==> src/rtl/pipe_sched_if.sv <==
// Bundle between the ID-stage decode logic and the pipeline scheduler.
// The master drives the hazard/decode inputs; the scheduler (slave)
// returns the front-end enables, MDU status and stall counter.
interface pipe_sched_if #(
  parameter int PERF_W = 16
);
  logic [4:0]        ID_EX_rt;
  logic [4:0]        rs;
  logic [4:0]        rt;
  logic              ID_EX_memread;
  logic              jmp;
  logic              dst;
  logic              memwrite;
  logic              beq;
  logic              bne;
  logic              branch_taken;
  logic              ex_mdu;
  logic              ex_mdu_op;
  logic              PCwrite;
  logic              IF_IDwrite;
  logic              ctrl;
  logic              ex_hold;
  logic              IF_flush;
  logic              mdu_busy;
  logic              mdu_done;
  logic [PERF_W-1:0] stall_cnt;

  modport master (
    output ID_EX_rt, rs, rt, ID_EX_memread, jmp, dst, memwrite, beq, bne,
           branch_taken, ex_mdu, ex_mdu_op,
    input  PCwrite, IF_IDwrite, ctrl, ex_hold, IF_flush, mdu_busy, mdu_done,
           stall_cnt
  );

  modport slave (
    input  ID_EX_rt, rs, rt, ID_EX_memread, jmp, dst, memwrite, beq, bne,
           branch_taken, ex_mdu, ex_mdu_op,
    output PCwrite, IF_IDwrite, ctrl, ex_hold, IF_flush, mdu_busy, mdu_done,
           stall_cnt
  );
endinterface

==> src/rtl/pipe_sched.sv <==
// Stall/flush scheduler for the 5-stage MIPS pipeline. Combines load-use
// hazards, taken-branch flushes and multi-cycle MULT/DIV occupancy of EX
// into one set of PC / IF/ID / ID/EX enables. Priority is
// MDU stall > load-use stall > branch flush; a flush never fires while the
// front end is stalled, since ID re-presents the branch afterwards.
module pipe_sched #(
  parameter int MULT_CYC = 4,
  parameter int DIV_CYC  = 32,
  parameter int CNT_W    = 6,
  parameter int PERF_W   = 16
) (
  input  logic       clk,
  input  logic       rst,
  pipe_sched_if.slave bus
);

  typedef enum logic [1:0] {
    IDLE = 2'd0,
    RUN  = 2'd1,
    DONE = 2'd2
  } state_t;

  // The start cycle is the first stalled cycle, so the counter is loaded
  // with N-1 and RUN leaves on the cycle it reads 1.
  localparam logic [CNT_W-1:0] MULT_LD = CNT_W'(MULT_CYC - 1);
  localparam logic [CNT_W-1:0] DIV_LD  = CNT_W'(DIV_CYC - 1);
  localparam logic [CNT_W-1:0] CNT_ONE = CNT_W'(1);

  state_t             r_state;
  state_t             w_state_nxt;
  logic [CNT_W-1:0]   r_cnt;
  logic [CNT_W-1:0]   w_cnt_nxt;
  logic [PERF_W-1:0]  r_stall_cnt;

  logic               w_lu_raw;
  logic               w_lu;
  logic               w_pcwrite;
  logic               w_ifidwrite;
  logic               w_ctrl;
  logic               w_ex_hold;
  logic               w_if_flush;
  logic               w_mdu_busy;
  logic               w_mdu_done;

  // Saturating increment for the performance counter.
  function automatic logic [PERF_W-1:0] sat_inc(input logic [PERF_W-1:0] v);
    if (&v) sat_inc = v;
    else    sat_inc = v + PERF_W'(1);
  endfunction

  // Load-use hazard: a load in EX writes a register ID is about to read.
  // Register 0 never carries a dependency; jumps do not read rs.
  always_comb begin
    w_lu_raw = bus.ID_EX_memread && (bus.ID_EX_rt != 5'd0) &&
               (((bus.ID_EX_rt == bus.rs) && !bus.jmp) ||
                ((bus.ID_EX_rt == bus.rt) &&
                 (bus.dst || bus.beq || bus.bne || bus.memwrite)));
    // While EX holds an MDU op the MDU path owns the stall decision.
    w_lu     = w_lu_raw && !bus.ex_mdu;
  end

  // Next-state, MDU counter and control-enable decode.
  always_comb begin
    w_state_nxt = r_state;
    w_cnt_nxt   = r_cnt;
    w_pcwrite   = 1'b0;
    w_ifidwrite = 1'b0;
    w_ctrl      = 1'b0;
    w_ex_hold   = 1'b0;
    w_if_flush  = 1'b0;
    w_mdu_busy  = 1'b0;
    w_mdu_done  = 1'b0;

    unique case (r_state)
      IDLE: begin
        if (bus.ex_mdu) begin
          w_ex_hold   = 1'b1;
          w_mdu_busy  = 1'b1;
          w_cnt_nxt   = bus.ex_mdu_op ? DIV_LD : MULT_LD;
          w_state_nxt = RUN;
        end else if (!w_lu) begin
          w_pcwrite   = 1'b1;
          w_ifidwrite = 1'b1;
          w_ctrl      = 1'b1;
          w_if_flush  = bus.branch_taken;
        end
      end
      RUN: begin
        // ex_mdu / ex_mdu_op are not looked at: the op length was fixed
        // when the counter was loaded.
        w_ex_hold  = 1'b1;
        w_mdu_busy = 1'b1;
        if (r_cnt == CNT_ONE) w_state_nxt = DONE;
        else                  w_cnt_nxt   = r_cnt - CNT_ONE;
      end
      DONE: begin
        // HI/LO write strobe; the front end runs normally this cycle and a
        // following MDU op is only accepted once back in IDLE.
        w_mdu_done  = 1'b1;
        w_state_nxt = IDLE;
        if (!w_lu) begin
          w_pcwrite   = 1'b1;
          w_ifidwrite = 1'b1;
          w_ctrl      = 1'b1;
          w_if_flush  = bus.branch_taken;
        end
      end
      default: begin
        w_state_nxt = IDLE;
      end
    endcase

    // Outputs are held inactive for the whole time reset is asserted.
    if (!rst) begin
      w_pcwrite   = 1'b0;
      w_ifidwrite = 1'b0;
      w_ctrl      = 1'b0;
      w_ex_hold   = 1'b0;
      w_if_flush  = 1'b0;
      w_mdu_busy  = 1'b0;
      w_mdu_done  = 1'b0;
    end
  end

  // State and MDU counter registers; reset aborts any op in flight.
  always_ff @(posedge clk or negedge rst) begin
    if (!rst) begin
      r_state <= IDLE;
      r_cnt   <= '0;
    end else begin
      r_state <= w_state_nxt;
      r_cnt   <= w_cnt_nxt;
    end
  end

  // Stall-cycle performance counter: every edge with the PC frozen.
  always_ff @(posedge clk or negedge rst) begin
    if (!rst) begin
      r_stall_cnt <= '0;
    end else if (!w_pcwrite) begin
      r_stall_cnt <= sat_inc(r_stall_cnt);
    end
  end

  assign bus.PCwrite    = w_pcwrite;
  assign bus.IF_IDwrite = w_ifidwrite;
  assign bus.ctrl       = w_ctrl;
  assign bus.ex_hold    = w_ex_hold;
  assign bus.IF_flush   = w_if_flush;
  assign bus.mdu_busy   = w_mdu_busy;
  assign bus.mdu_done   = w_mdu_done;
  assign bus.stall_cnt  = r_stall_cnt;

endmodule
==> src/flat_wrapper.sv <==
// flat-port wrapper written by rule: the top's interface ports become plain ports
module pipe_sched_flat 
#(
  parameter int MULT_CYC = 4,
  parameter int DIV_CYC  = 32,
  parameter int CNT_W    = 6,
  parameter int PERF_W   = 16
)
  (clk, rst, bus_ID_EX_rt, bus_rs, bus_rt, bus_ID_EX_memread, bus_jmp, bus_dst, bus_memwrite, bus_beq, bus_bne, bus_branch_taken, bus_ex_mdu, bus_ex_mdu_op, bus_PCwrite, bus_IF_IDwrite, bus_ctrl, bus_ex_hold, bus_IF_flush, bus_mdu_busy, bus_mdu_done, bus_stall_cnt);
  pipe_sched_if #(.PERF_W(PERF_W)) bus_i ();
  input  logic clk;
  input  logic rst;
  input wire logic [$bits(bus_i.ID_EX_rt)-1:0] bus_ID_EX_rt;
  input wire logic [$bits(bus_i.rs)-1:0] bus_rs;
  input wire logic [$bits(bus_i.rt)-1:0] bus_rt;
  input wire logic [$bits(bus_i.ID_EX_memread)-1:0] bus_ID_EX_memread;
  input wire logic [$bits(bus_i.jmp)-1:0] bus_jmp;
  input wire logic [$bits(bus_i.dst)-1:0] bus_dst;
  input wire logic [$bits(bus_i.memwrite)-1:0] bus_memwrite;
  input wire logic [$bits(bus_i.beq)-1:0] bus_beq;
  input wire logic [$bits(bus_i.bne)-1:0] bus_bne;
  input wire logic [$bits(bus_i.branch_taken)-1:0] bus_branch_taken;
  input wire logic [$bits(bus_i.ex_mdu)-1:0] bus_ex_mdu;
  input wire logic [$bits(bus_i.ex_mdu_op)-1:0] bus_ex_mdu_op;
  output wire logic [$bits(bus_i.PCwrite)-1:0] bus_PCwrite;
  output wire logic [$bits(bus_i.IF_IDwrite)-1:0] bus_IF_IDwrite;
  output wire logic [$bits(bus_i.ctrl)-1:0] bus_ctrl;
  output wire logic [$bits(bus_i.ex_hold)-1:0] bus_ex_hold;
  output wire logic [$bits(bus_i.IF_flush)-1:0] bus_IF_flush;
  output wire logic [$bits(bus_i.mdu_busy)-1:0] bus_mdu_busy;
  output wire logic [$bits(bus_i.mdu_done)-1:0] bus_mdu_done;
  output wire logic [$bits(bus_i.stall_cnt)-1:0] bus_stall_cnt;
  assign bus_i.ID_EX_rt = bus_ID_EX_rt;
  assign bus_i.rs = bus_rs;
  assign bus_i.rt = bus_rt;
  assign bus_i.ID_EX_memread = bus_ID_EX_memread;
  assign bus_i.jmp = bus_jmp;
  assign bus_i.dst = bus_dst;
  assign bus_i.memwrite = bus_memwrite;
  assign bus_i.beq = bus_beq;
  assign bus_i.bne = bus_bne;
  assign bus_i.branch_taken = bus_branch_taken;
  assign bus_i.ex_mdu = bus_ex_mdu;
  assign bus_i.ex_mdu_op = bus_ex_mdu_op;
  assign bus_PCwrite = bus_i.PCwrite;
  assign bus_IF_IDwrite = bus_i.IF_IDwrite;
  assign bus_ctrl = bus_i.ctrl;
  assign bus_ex_hold = bus_i.ex_hold;
  assign bus_IF_flush = bus_i.IF_flush;
  assign bus_mdu_busy = bus_i.mdu_busy;
  assign bus_mdu_done = bus_i.mdu_done;
  assign bus_stall_cnt = bus_i.stall_cnt;
  pipe_sched #(.MULT_CYC(MULT_CYC), .DIV_CYC(DIV_CYC), .CNT_W(CNT_W), .PERF_W(PERF_W)) u_core (.clk(clk), .rst(rst), .bus(bus_i));
endmodule
==> config.mk <==
export PLATFORM = sky130hd
export DESIGN_NAME = pipe_sched_flat
export DESIGN_NICKNAME = d
export VERILOG_FILES = /design/src/rtl/pipe_sched_if.sv /design/src/rtl/pipe_sched.sv /design/src/flat_wrapper.sv
export SDC_FILE = /design/constraint.sdc
export NUM_CORES = 1
export LEC_CHECK = 0
export CAP_MARGIN = 5
export CELL_PAD_IN_SITES_DETAIL_PLACEMENT = 1
export CELL_PAD_IN_SITES_GLOBAL_PLACEMENT = 1
export CORE_MARGIN = 4
export CORE_UTILIZATION = 33
export CTS_CLUSTER_DIAMETER = 40
export CTS_CLUSTER_SIZE = 12
export DETAILED_ROUTE_END_ITERATION = 7
export HOLD_SLACK_MARGIN = 0.08
export PLACE_DENSITY_LB_ADDON = 0.12
export SLEW_MARGIN = 20
export SYNTH_ARGS = -nofsm -noshare
export SYNTH_HDL_FRONTEND = slang
export SYNTH_SLANG_ARGS = --single-unit
==> constraint.sdc <==
create_clock -name clk -period 2.2 [get_ports clk]
set_input_delay 0.33 -clock clk [delete_from_list [all_inputs] [get_ports clk]]
set_output_delay 0.33 -clock clk [all_outputs]
set_load 0.02 [all_outputs]
==> flow_summary.yaml <==
placed_design:
  gp_congestion: 0.832
  hpwl_um: 3000
  place_area_um2: 2030
  io_buffers: 48
  dp_cells: 257
floorplanning:
  die_area_um2: 5440
  die_h_um: 73.7
  num_io_pins: 49
  core_um2: 4090
  start_util: 0.349
  num_rows: 23
  dieWidth_um: 73.7
yosys:
  syn_area_per_cell_um2: 9.45
  synth_cell_types: 39
  syn_nets: 180
  synth_top_area_cell: "dfrtp_1"
  yosys.area.top_type_share: 0.421
  synth_cells: 151
  seq_area_frac_synth: 0.421
  yosys_warnings: 0
  synthesis.area_um2: 1430
  synth_area_leaders: "dfrtp_1, xor2_1, xnor2_1, nand3_1, nor2_1"
  synth-seq-cells: 24
power_and_ir_drop:
  pwr-share-seq: 0.405
  clkPwrFrac: 0.139
  p_leak_nw: 0.951
  switching_share: 0.383
  p_sw_mw: 0.696
  power.density_nw_per_um2: 863
  ir_drop_v: 0.000618
  p_int_mw: 1.12
  combinationalPowerShare: 0.456
sta:
  drv_slew: 0
  hold_slack_ns: 0.520
  hold_viol_final: 0
  setup_viol: 0
  finalSetupTns_ns: 0
  fin_skew_ns: 0.00696
  period_minus_slack_ns: 2.11
  finalCritPeriodShare: 0.960
  clock.fmax_mhz: 474
  rsz0062_at_grt: "false"
  worst_pin_slew_ns: 0.417
  relSlewSlack: 0.720
final_layout:
  layout.nets: 242
  n_antenna_cell: 0
  drive_gt1_frac: 0.161
  utilization: 0.515
  fillers: 463
  syn2layout_area_growth_pct: 47.6
  finalInstanceArea_um2: 2110
  final-instance-count-excl-fill: 261
clocking:
  cts_tree: "built"
  cts_num_sinks: 24
  cts-root-buf: "clkbuf_8"
  cts_buffers: 3
  clkTransAtPathRegs_ns: 0.07
  hold_buffers: 0
  clkLatencyLatePin_ns: 0.26
  cts_max_level: 1
  clockBufferDepth: 2
flow_run:
  drv_cap: 0
critical_path:
  cp_max_fo: 2
  path_class: "in -> out"
  worst_ep_required_time_ns: 1.87
  worstPathArrival_ns: 1.78
  end_kind: "primary output"
  critPathLaunchType: "input pin"
min_path:
  hp-class: "reg -> reg"
drt:
  drt_wl_total_um: 3780
  first_pass_iters: 4
  drtIter0Drc: 33
  route.detailed.drc: 0
  route.vias.total: 1308
  wl_per_cell_um: 14.5
  post_drt_via_cell_ratio: 5.01
  detail-route-antenna-nets: 0
global_route:
  grt_pass1_vias: 1373
  grt_max_degree: 25
  grt_pass1_wl_um: 6350
  grt-ovfl-total: 0
  antenna_found_initial: 0
  grtUsageTotal: 0.146
outcome:
  status: "finished clean"
-- stage by stage --
step | power (mW) | setup WS [ns]
6_report | 1.82 | 0.0890
5_1_grt | 1.97 | 0.00931
4_1_cts | 1.84 | 0.0118
3_5_place_dp | 1.58 | -0.605
3_3_place_gp | 1.53 | -0.561
2_1_floorplan | 1.22 | 0.141
-- power by group through the flow --
stage | combinational [mW] | clock, mW | sequential, mW
floorplan | 0.423 | 0 | 0.794
global placement | 0.805 | 0 | 0.727
detailed placement | 0.840 | 0 | 0.737
CTS | 0.839 | 0.266 | 0.733
global route | 0.921 | 0.283 | 0.763
finish | 0.829 | 0.253 | 0.735
-- timing repair --
item,4_1_cts,5_1_grt
buffers inserted,1,0
cloned,0,0
setup endpoints to repair,4,4
pin swaps,4,3
resized for setup,29,9
endpoints found under the hold margin,0,0
-- routing by layer --
metal | vias up | GRT usage | wire length, um
met1 | 618 | 0.187 | 1740
met2 | 32 | 0.255 | 1810
li1 | 654 | - | -
met5 | - | 0 | 0
met4 | 0 | 0.0241 | 21
met3 | 4 | 0.0315 | 208
-- cells in the mapped netlist --
library cell	n
dfrtp_1	24
nor2_1	18
nand3_1	14
xor2_1	12
and3_1	9
xnor2_1	9
inv_1	7
a21oi_1	5
a31oi_1	4
nand4_1	4
buf_4	3
ha_1	3
nand2b_1	3
nor4_1	3
o21ai_0	3
a41oi_1	2
and2_1	2
nand2_1	2
nor2b_1	2
nor3_1	2
o22a_1	2
a21o_1	1
a22oi_1	1
a32oi_1	1
and2_4	1
and4_1	1
buf_2	1
buf_6	1
clkbuf_1	1
mux2_2	1
mux2_4	1
mux2i_1	1
nand3b_1	1
nor3b_1	1
o21ai_2	1
o21bai_1	1
o21bai_2	1
o2bb2ai_1	1
or4_1	1
-- worst max-delay path, stage by stage --
cell,delay [ns]
clkdlybuf4s50_1,0.49
buf_4,0.11
inv_1,0.04
nor3b_1,0.17
clkdlybuf4s50_1,0.64
-- cells by family (layout without fill, tap and decap cells) --
logic type / Yosys count / count (layout) / share of synthesized area
simple gates: 64 / 64 / 0.238
compound gates: 23 / 23 / 0.112
mux: 3 / 3 / 0.0254
flops: 24 / 24 / 0.421
fa+ha+maj: 3 / 3 / 0.0263
xor+xnor: 21 / 21 / 0.129
buf+inv: 13 / 73 / 0.0482
-- state kept, by name, summed over array words and instances (netlist names) --
register,cells
u_core.bus.stall_cnt,16
u_core.r_state,2
u_core.r_cnt,6
-- final timing paths --
kind	startpoint	to	slack, ns	cells after the start
min	u_core.bus.stall_cnt[0]	u_core.bus.stall_cnt[0]	0.52	1
max	rst	bus_mdu_done	0.09	5
max in group asynchronous	rst	u_core.r_state[0]	1.39	3
max reg2reg	u_core.bus.stall_cnt[0]	u_core.bus.stall_cnt[8]	0.26	7
min in group asynchronous	rst	u_core.r_state[1]	0.57	3
min reg2reg	u_core.bus.stall_cnt[0]	u_core.bus.stall_cnt[0]	0.52	1
-- cells in the final DEF, fill, tap and decap left out, types with 3 or more instances in the layout --
master	netlist	final
nor2_1	18	18
xor2_1	12	12
and3_1	9	9
ha_1	3	3
xnor2_1	9	9
inv_1	7	6
nand3_1	14	14
dlygate4sd2_1	0	10
nand2b_1	3	3
clkbuf_8	0	3
nor4_2	0	3
dlymetal6s2s_1	0	3
dfrtp_1	24	24
clkdlybuf4s15_2	0	3
buf_4	3	14
nand4_1	4	4
o21ai_0	3	3
a21oi_1	5	5
clkdlybuf4s50_1	0	30
a31oi_1	4	4
-- final cells by class --
class                      instances  area (um2)  share of cell area
multi-input combinational        114         783               0.372
sequential                        24         601               0.285
timing repair buffer              63         592               0.281
tap                               50        62.6              0.0297
clock buffer                       3        41.3              0.0196
inverter                           7        26.3              0.0125
Power figures use the tool's default switching activity.
